File: src/rtl/mux_scan_sequencer_if.sv
// mux_scan_sequencer_if: scan control, mux select/sample and frame handshake bundle.
// master is the sequencer side, slave is the controller/mux/consumer side.
interface mux_scan_sequencer_if #(parameter int DWELL_W = 8);
    logic               start;
    logic               continuous;
    logic [3:0]         chan_mask;
    logic [DWELL_W-1:0] dwell;
    logic               mux_out;
    logic               frame_ready;
    logic               overrun_clr;
    logic [1:0]         select;
    logic [3:0]         frame;
    logic               frame_valid;
    logic               busy;
    logic               overrun;

    modport master (
        input  start, continuous, chan_mask, dwell, mux_out, frame_ready, overrun_clr,
        output select, frame, frame_valid, busy, overrun
    );

    modport slave (
        output start, continuous, chan_mask, dwell, mux_out, frame_ready, overrun_clr,
        input  select, frame, frame_valid, busy, overrun
    );
endinterface

File: src/rtl/mux_scan_sequencer.sv
// mux_scan_sequencer: steps a 4:1 mux select over enabled channels, waits dwell cycles,
// samples each channel and hands the assembled 4-bit frame out over valid/ready.
module mux_scan_sequencer #(parameter int DWELL_W = 8) (
    input logic                  clk,
    input logic                  rst,
    mux_scan_sequencer_if.master bus
);
    typedef enum logic [1:0] {IDLE, SETTLE, DONE} state_t;

    state_t             state;
    logic [3:0]         mask_q;
    logic [DWELL_W-1:0] dwell_q;
    logic [DWELL_W-1:0] cnt;
    logic [3:0]         acc;
    logic [3:0]         above;
    logic               launch;

    function automatic logic [1:0] lowest(input logic [3:0] m);
        return m[0] ? 2'd0 : m[1] ? 2'd1 : m[2] ? 2'd2 : 2'd3;
    endfunction

    // a scan starts from IDLE on start, or chains from DONE when continuous
    always_comb begin
        above  = mask_q & (4'b1110 << bus.select);
        launch = (bus.chan_mask != 4'd0) &&
                 (state == IDLE ? bus.start : (state == DONE) && bus.continuous);
    end

    always_ff @(posedge clk or posedge rst) begin
        if (rst) begin
            state           <= IDLE;
            mask_q          <= '0;
            dwell_q         <= '0;
            cnt             <= '0;
            acc             <= '0;
            bus.select      <= '0;
            bus.frame       <= '0;
            bus.frame_valid <= 1'b0;
            bus.busy        <= 1'b0;
            bus.overrun     <= 1'b0;
        end else begin
            if (bus.overrun_clr)
                bus.overrun <= 1'b0;
            if (bus.frame_valid && bus.frame_ready)
                bus.frame_valid <= 1'b0;
            // a frame loaded on the accepting edge replaces the consumed one
            if (state == DONE) begin
                bus.frame       <= acc & mask_q;
                bus.frame_valid <= 1'b1;
                if (bus.frame_valid && !bus.frame_ready)
                    bus.overrun <= 1'b1;
            end
            if (launch) begin
                mask_q     <= bus.chan_mask;
                dwell_q    <= bus.dwell;
                cnt        <= bus.dwell;
                acc        <= '0;
                bus.select <= lowest(bus.chan_mask);
                bus.busy   <= 1'b1;
                state      <= SETTLE;
            end else if (state == DONE) begin
                bus.busy <= 1'b0;
                state    <= IDLE;
            end else if (state == SETTLE) begin
                if (cnt != '0) begin
                    cnt <= cnt - 1'b1;
                end else begin
                    acc[bus.select] <= bus.mux_out;
                    if (above != 4'd0) begin
                        bus.select <= lowest(above);
                        cnt        <= dwell_q;
                    end else begin
                        state <= DONE;
                    end
                end
            end
        end
    end
endmodule

File: src/flat_wrapper.sv
// flat-port wrapper written by rule: the top's interface ports become plain ports
module mux_scan_sequencer_flat 
#(parameter int DWELL_W = 8)
  (clk, rst, bus_start, bus_continuous, bus_chan_mask, bus_dwell, bus_mux_out, bus_frame_ready, bus_overrun_clr, bus_select, bus_frame, bus_frame_valid, bus_busy, bus_overrun);
  mux_scan_sequencer_if #(.DWELL_W(DWELL_W)) bus_i ();
  input logic clk;
  input logic rst;
  input wire logic [$bits(bus_i.start)-1:0] bus_start;
  input wire logic [$bits(bus_i.continuous)-1:0] bus_continuous;
  input wire logic [$bits(bus_i.chan_mask)-1:0] bus_chan_mask;
  input wire logic [$bits(bus_i.dwell)-1:0] bus_dwell;
  input wire logic [$bits(bus_i.mux_out)-1:0] bus_mux_out;
  input wire logic [$bits(bus_i.frame_ready)-1:0] bus_frame_ready;
  input wire logic [$bits(bus_i.overrun_clr)-1:0] bus_overrun_clr;
  output wire logic [$bits(bus_i.select)-1:0] bus_select;
  output wire logic [$bits(bus_i.frame)-1:0] bus_frame;
  output wire logic [$bits(bus_i.frame_valid)-1:0] bus_frame_valid;
  output wire logic [$bits(bus_i.busy)-1:0] bus_busy;
  output wire logic [$bits(bus_i.overrun)-1:0] bus_overrun;
  assign bus_i.start = bus_start;
  assign bus_i.continuous = bus_continuous;
  assign bus_i.chan_mask = bus_chan_mask;
  assign bus_i.dwell = bus_dwell;
  assign bus_i.mux_out = bus_mux_out;
  assign bus_i.frame_ready = bus_frame_ready;
  assign bus_i.overrun_clr = bus_overrun_clr;
  assign bus_select = bus_i.select;
  assign bus_frame = bus_i.frame;
  assign bus_frame_valid = bus_i.frame_valid;
  assign bus_busy = bus_i.busy;
  assign bus_overrun = bus_i.overrun;
  mux_scan_sequencer #(.DWELL_W(DWELL_W)) u_core (.clk(clk), .rst(rst), .bus(bus_i));
endmodule
File: config.mk
export PLATFORM = sky130hd
export DESIGN_NAME = mux_scan_sequencer_flat
export DESIGN_NICKNAME = d
export VERILOG_FILES = /design/src/rtl/mux_scan_sequencer_if.sv /design/src/rtl/mux_scan_sequencer.sv /design/src/flat_wrapper.sv
export SDC_FILE = /design/constraint.sdc
export NUM_CORES = 1
export LEC_CHECK = 0
export CAP_MARGIN = 20
export CORE_UTILIZATION = 35
export DETAILED_ROUTE_END_ITERATION = 6
export GPL_TIMING_DRIVEN = 0
export HOLD_SLACK_MARGIN = 0.15
export PLACE_DENSITY = 0.53
export SYNTH_ARGS = -nofsm -noshare
export SYNTH_HDL_FRONTEND = slang
export SYNTH_SLANG_ARGS = --single-unit
File: constraint.sdc
create_clock -name clk -period 2.43 [get_ports clk]
set_clock_uncertainty 0.15 [all_clocks]
set_input_delay 0.6075 -clock clk [delete_from_list [all_inputs] [get_ports clk]]
set_output_delay 0.6075 -clock clk [all_outputs]
set_load 0.02 [all_outputs]
== Word-level counts from Yosys, hierarchy flattened ==
Cells that the tools add are included.
Widths: inputs -> output; s select.

* Register bits after elaboration: 35
* ROM bits: 0
* Latch bits: 0
* Memory bits (writable): 0
* Logic and storage cells: 78
* Memories kept: 0
* Bits of input ports: 19

* Shift-type cells: 1
* Bitwise operators: 2
* Reduce and logical (&&, ||, !) cells: 20
* Equality and inequality tests: 6
* $mul: 0
* Multiplexer cells: 36
* Order comparisons: 2
* $add $sub $neg: 1
* Divide/modulo/power cells: 0

{| class="wikitable"
|+ Operators with widths
! cell !! count
|-
| $mux 8 || 5
|-
| $mux 2 || 14
|-
| $mux 4 || 4
|-
| $mux 1 || 11
|-
| $reduce_and 3->1 || 3
|-
| $and 4x4->4 || 2
|-
| $reduce_bool 2->1 || 4
|-
| $reduce_bool 4->1 || 2
|-
| $reduce_bool 8->1 || 1
|-
| $sub 8x1->8 const B || 1
|-
| $ne 3x1->1 const B || 2
|-
| $reduce_bool 3->1 || 2
|-
| $logic_and 1x1->1 || 5
|-
| $bwmux 4 || 1
|-
| $ne 2x1->1 const B || 2
|-
| $reduce_and 4->1 || 1
|-
| $shl 4x2->4 const A || 1
|-
| $lt 2x3->1 const B || 1
|-
| $demux 1 s2 || 1
|-
| $eq 2x1->1 const B || 1
|-
| $eq 2x2->1 const B || 1
|-
| $ge 2x1->1 const B || 1
|-
| $logic_not 2->1 || 1
|-
| $logic_not 1->1 || 1
|}

== Logic depth before layout (Yosys ltp) ==
* Word-level depth: 10
* Depth in mapped cells: 9

== Worst setup path after synthesis ==
Ideal clock, no wire load.

* Kind: input port to flip-flop
* From: in bus_chan_mask[3]
* To: reg u_core.cnt[4]
* Required time: 2,159 ps
* Path slack: 603 ps
* Cell stages on the path: 4
* Setup time: 121 ps
* Data arrival time: 1,556 ps
* Cells stage by stage: o41ai_2 -> buf_2 -> nand2_1 -> o22a_1

* Cells in the longest elaborated chain, start to end: 4
* Elaborated cells between the ends (all ways): 7
* Those cells by class: 1 x eq/ne; 1 x mux; 5 x reduce/logical

{| class="wikitable"
|+ RTL lines
! element !! line !! RTL
|-
| from (decl) || flat_wrapper.sv:10 || <nowiki>input wire logic [$bits(bus_i.chan_mask)-1:0] bus_chan_mask;</nowiki>
|-
| $reduce_bool 4->1 (*) || mux_scan_sequencer.sv:25 || <nowiki>launch = (bus.chan_mask != 4'd0) &&</nowiki>
|-
| $logic_and 1x1->1 (*) || mux_scan_sequencer.sv:25 ||
|-
| $ne 2x1->1 (no line), or another cell as far along || - ||
|-
| $reduce_and 3->1 (no line) || - ||
|-
| to (signal assigned) || mux_scan_sequencer.sv:56 || <nowiki>cnt <= bus.dwell;</nowiki>
|-
| to (signal assigned) || mux_scan_sequencer.sv:66 || <nowiki>cnt <= cnt - 1'b1;</nowiki>
|-
| to (signal assigned) || mux_scan_sequencer.sv:71 || <nowiki>cnt <= dwell_q;</nowiki>
|-
| to (decl) || mux_scan_sequencer.sv:13 || <nowiki>logic [DWELL_W-1:0] cnt;</nowiki>
|}

Every way passes the cells marked *; elsewhere a longest branch is shown, timed or not.
A chain may end at the register's enable or synchronous reset.

== Final worst setup path ==
* From: in bus_chan_mask[0]
* To: reg u_core.cnt[4]

The elaborated chain is that of the path after synthesis.

==> summary.txt <==
Status
  • Status: complete, no violations

Clocking
  • Clock Root Buffer: clkbuf_8
  • Skew-Pair Late Insertion Delay: between 0.2 and 0.3 ns
  • Clock Tree Buf Depth: 2
  • Reg clk slew, reported paths: 0.07 ns
  • CTS Sinks: 35
  • PostCTS Resize Cnt: 0
  • Postcts setup bufs: 0
  • Num CTS Buffers: 5
  • Hold-fix buffers, CTS: 0
  • CTS tree: yes
  • H-tree depth: 2

Global route
  • Antenna violations before repair: 0
  • Vias in the first global route: approximately 1400
  • GRT met3 Usage: between 5 and 6%
  • Gr usage total: around 17%
  • Most Used Layer, Global Route: met2
  • First-pass GRT wire length: 6980 um
  • Met1 Track Usage GR: between 20% and 30%
  • Largest net degree at the start of global routing: 24
  • Met2 usage: ~26%
  • GRT overflow: 0

Placed design
  • Final HPWL DP: ~3100 um
  • Pre-CTS setup slack: -0.257 ns
  • Port Buf Inserts: 27
  • Final Wtd Congestion: 0.784

STA
  • RSZ-0062 raised after global routing: false
  • Slew HR: 59.8%
  • Final period util: between 90 and 100%
  • Endpoints failing hold: 0
  • Final worst setup slack: ~0.20 ns
  • Slew @ Worst Pin: 0.602 ns
  • Min cycle time layout: roughly 2.2 ns
  • Max Transition Viols Final: 0
  • Final setup fails: 0
  • Sum of negative setup slack: 0 ns
  • Fmax: approximately 0.45 GHz

Worst setup path
  • Slowest stage delay, CP: between 0.5 and 0.6 ns
  • Startpoint types: input port
  • Slowest CP cell: o41ai_4
  • Setup Crit Path Kind: in -> reg
  • Worst setup EP type: flop
  • CP max FO: 10
  • Crit-path cells: clkdlybuf4s50_1, o41ai_4, buf_2, nand2_1, o22a_1
  • WP data arrival: between 2 and 2.5 ns
  • Worst path required time: 2.46 ns

Detailed routing
  • Vias per cell: around 5
  • Total routed wirelength: 4100 um
  • Vias: 1481
  • DR DRC count: 0
  • Final ANT Viol Nets: 0
  • Initial DRC count: roughly 100
  • Wire length per cell: 14.2 um
  • First-pass DRT Iterations: 4

Final layout
  • ANT cells: 0
  • Multi-input gate area: 840 um^2
  • Filler Cells Inserted: 489
  • Ratio of cells with drive above 1 in the final layout: between 10 and 15%
  • Layout net count: 243
  • FF+latch area: around 880 um^2
  • Layout area overhead: 28.0%

Floorplan
  • Total core area: between 4000 and 5000 um^2
  • Initial core utilization: around 37%
  • Io pins: 28
  • Die Ht: roughly 73 um
  • Die width: approximately 73 um
  • Die area: about 5400 um^2
  • Row count: 25

Logic synthesis
  • Syn nets: between 200 and 250
  • Mapped cell area: approximately 1800 um^2
  • FFs w/ async S/R, synth: 100%
  • Synthesized area per cell: 9.66 um^2
  • Area share of the largest cell type after synthesis: roughly half
  • Top cells by area, synth: dfrtp_1 49%, nand2_1 6.7%, mux2i_1 3.4%, o21ai_0 3.1%, ha_1 2.8%
  • Synth area leader: dfrtp_1
  • Mapped Cells: roughly 190
  • Number of library cell types mapped by synthesis: 44
  • Post-synth EDFFs: 0
  • Dominant synthesized flop cell: dfrtp_1
  • Register area share after synthesis: 49.0%
  • Synthesis Warnings: 0
  • Yosys reg bits: 35

Run
  • Max_cap viols: 0

Power
  • Worst vdd ir: 0.227 mV
  • Static leakage: 0.999 nW
  • Power per Cell Area: roughly 480 nW/um^2

Min path
  • Worst hold-check path type: reg -> reg
## cell families after synthesis
kind of cell / share of synthesized area (%)
mux: 3.36
buf+inv: 5.04
simple gates: 21.1
fa+ha+maj: 2.80
flops: 49.0
compound gates: 18.6
## sequential cells by signal, indices dropped and copies added (netlist names)
name	cells
u_core.state	2
u_core.bus.overrun	1
u_core.dwell_q	8
u_core.bus.frame_valid	1
u_core.bus.frame	4
u_core.bus.busy	1
u_core.mask_q	4
u_core.acc	4
u_core.cnt	8
u_core.bus.select	2
## path summary, 6_finish.rpt
path	start	endpoint	slack [ns]	cells after the start
min in group asynchronous	rst	u_core.state[0]	0.54	2
worst min-delay path	u_core.dwell_q[5]	u_core.dwell_q[5]	0.33	2
worst max-delay path	bus_chan_mask[0]	u_core.cnt[4]	0.20	5
worst max register to register	u_core.state[0]	u_core.cnt[2]	0.23	9
worst min register to register	u_core.dwell_q[5]	u_core.dwell_q[5]	0.33	2
max in group asynchronous	rst	u_core.acc[3]	1.08	3
## per-stage QoR
| step | hold slack (ns) | area, um^2 | total power, mW | utilization, % | std cells |
|---|---|---|---|---|---|
| 6_report | 0.330 | 2290 | 1.10 | 47.5 | 288 |
| 2_1_floorplan | 0.287 | 1790 | 0.608 | - | 185 |
| 5_1_grt | 0.358 | 2290 | 1.15 | 47.5 | 288 |
| 3_3_place_gp | 0.312 | 2140 | 0.645 | 44.4 | 279 |
| 4_1_cts | 0.334 | 2270 | 1.12 | 47.1 | 288 |
| 3_5_place_dp | 0.319 | 2170 | 0.652 | 45.0 | 280 |
## per-layer routing
| metal | up-vias | wire (um) |
|---|---|---|
| li1 | 724 | - |
| met1 | 717 | 2030 |
| met2 | 34 | 1830 |
| met3 | 6 | 175 |
| met4 | 0 | 60 |
| met5 | - | 0 |
## power breakdown
group	switching, mW	leakage (nW)	total [mW]	internal [mW]
clock	0.205	0.0515	0.463	0.259
combinational	0.0242	0.526	0.0559	0.0318
sequential	0.000933	0.422	0.585	0.584
## area by class of cell
class | instances | share of cell area (%)
plain buffers | 7 | 1.81
multi-input cells | 130 | 36.7
clock buffers | 8 | 4.38
inverters | 13 | 2.13
well taps | 67 | 3.67
repair buffers | 28 | 13.0
flip-flops and latches | 35 | 38.3
## placed cells by master, fill, tap and decap left out, types with 4 or more instances in the layout
cell type,count
dfrtp_1,35
nand2_1,32
clkdlybuf4s50_1,27
inv_1,13
o21ai_0,11
nor2_1,10
nand3_1,9
a21oi_1,8
clkbuf_8,7
mux2i_1,6
a22o_1,4
ha_1,4
## worst max-delay path: cells and delay by family
family,cells,cell delay [ns]
AOI/OAI and AO/OA,2,0.73
buffers and inverters,2,0.85
and+or+nand+nor,1,0.07
## cells in the mapped netlist (2+ instances only)
master / n
dfrtp_1: 35
nand2_1: 32
inv_1: 13
o21ai_0: 11
nor2_1: 10
nand3_1: 9
a21oi_1: 8
mux2i_1: 6
a22o_1: 4
ha_1: 4
buf_2: 3
buf_4: 3
nand3b_1: 3
nor2b_1: 3
o21ai_1: 3
a211oi_1: 2
a31oi_1: 2
and3_1: 2
nand2b_1: 2
nor3_1: 2
o21ai_2: 2
o221ai_1: 2
o22a_1: 2
o31ai_1: 2
No activity file was read; power rests on OpenSTA's default activity.
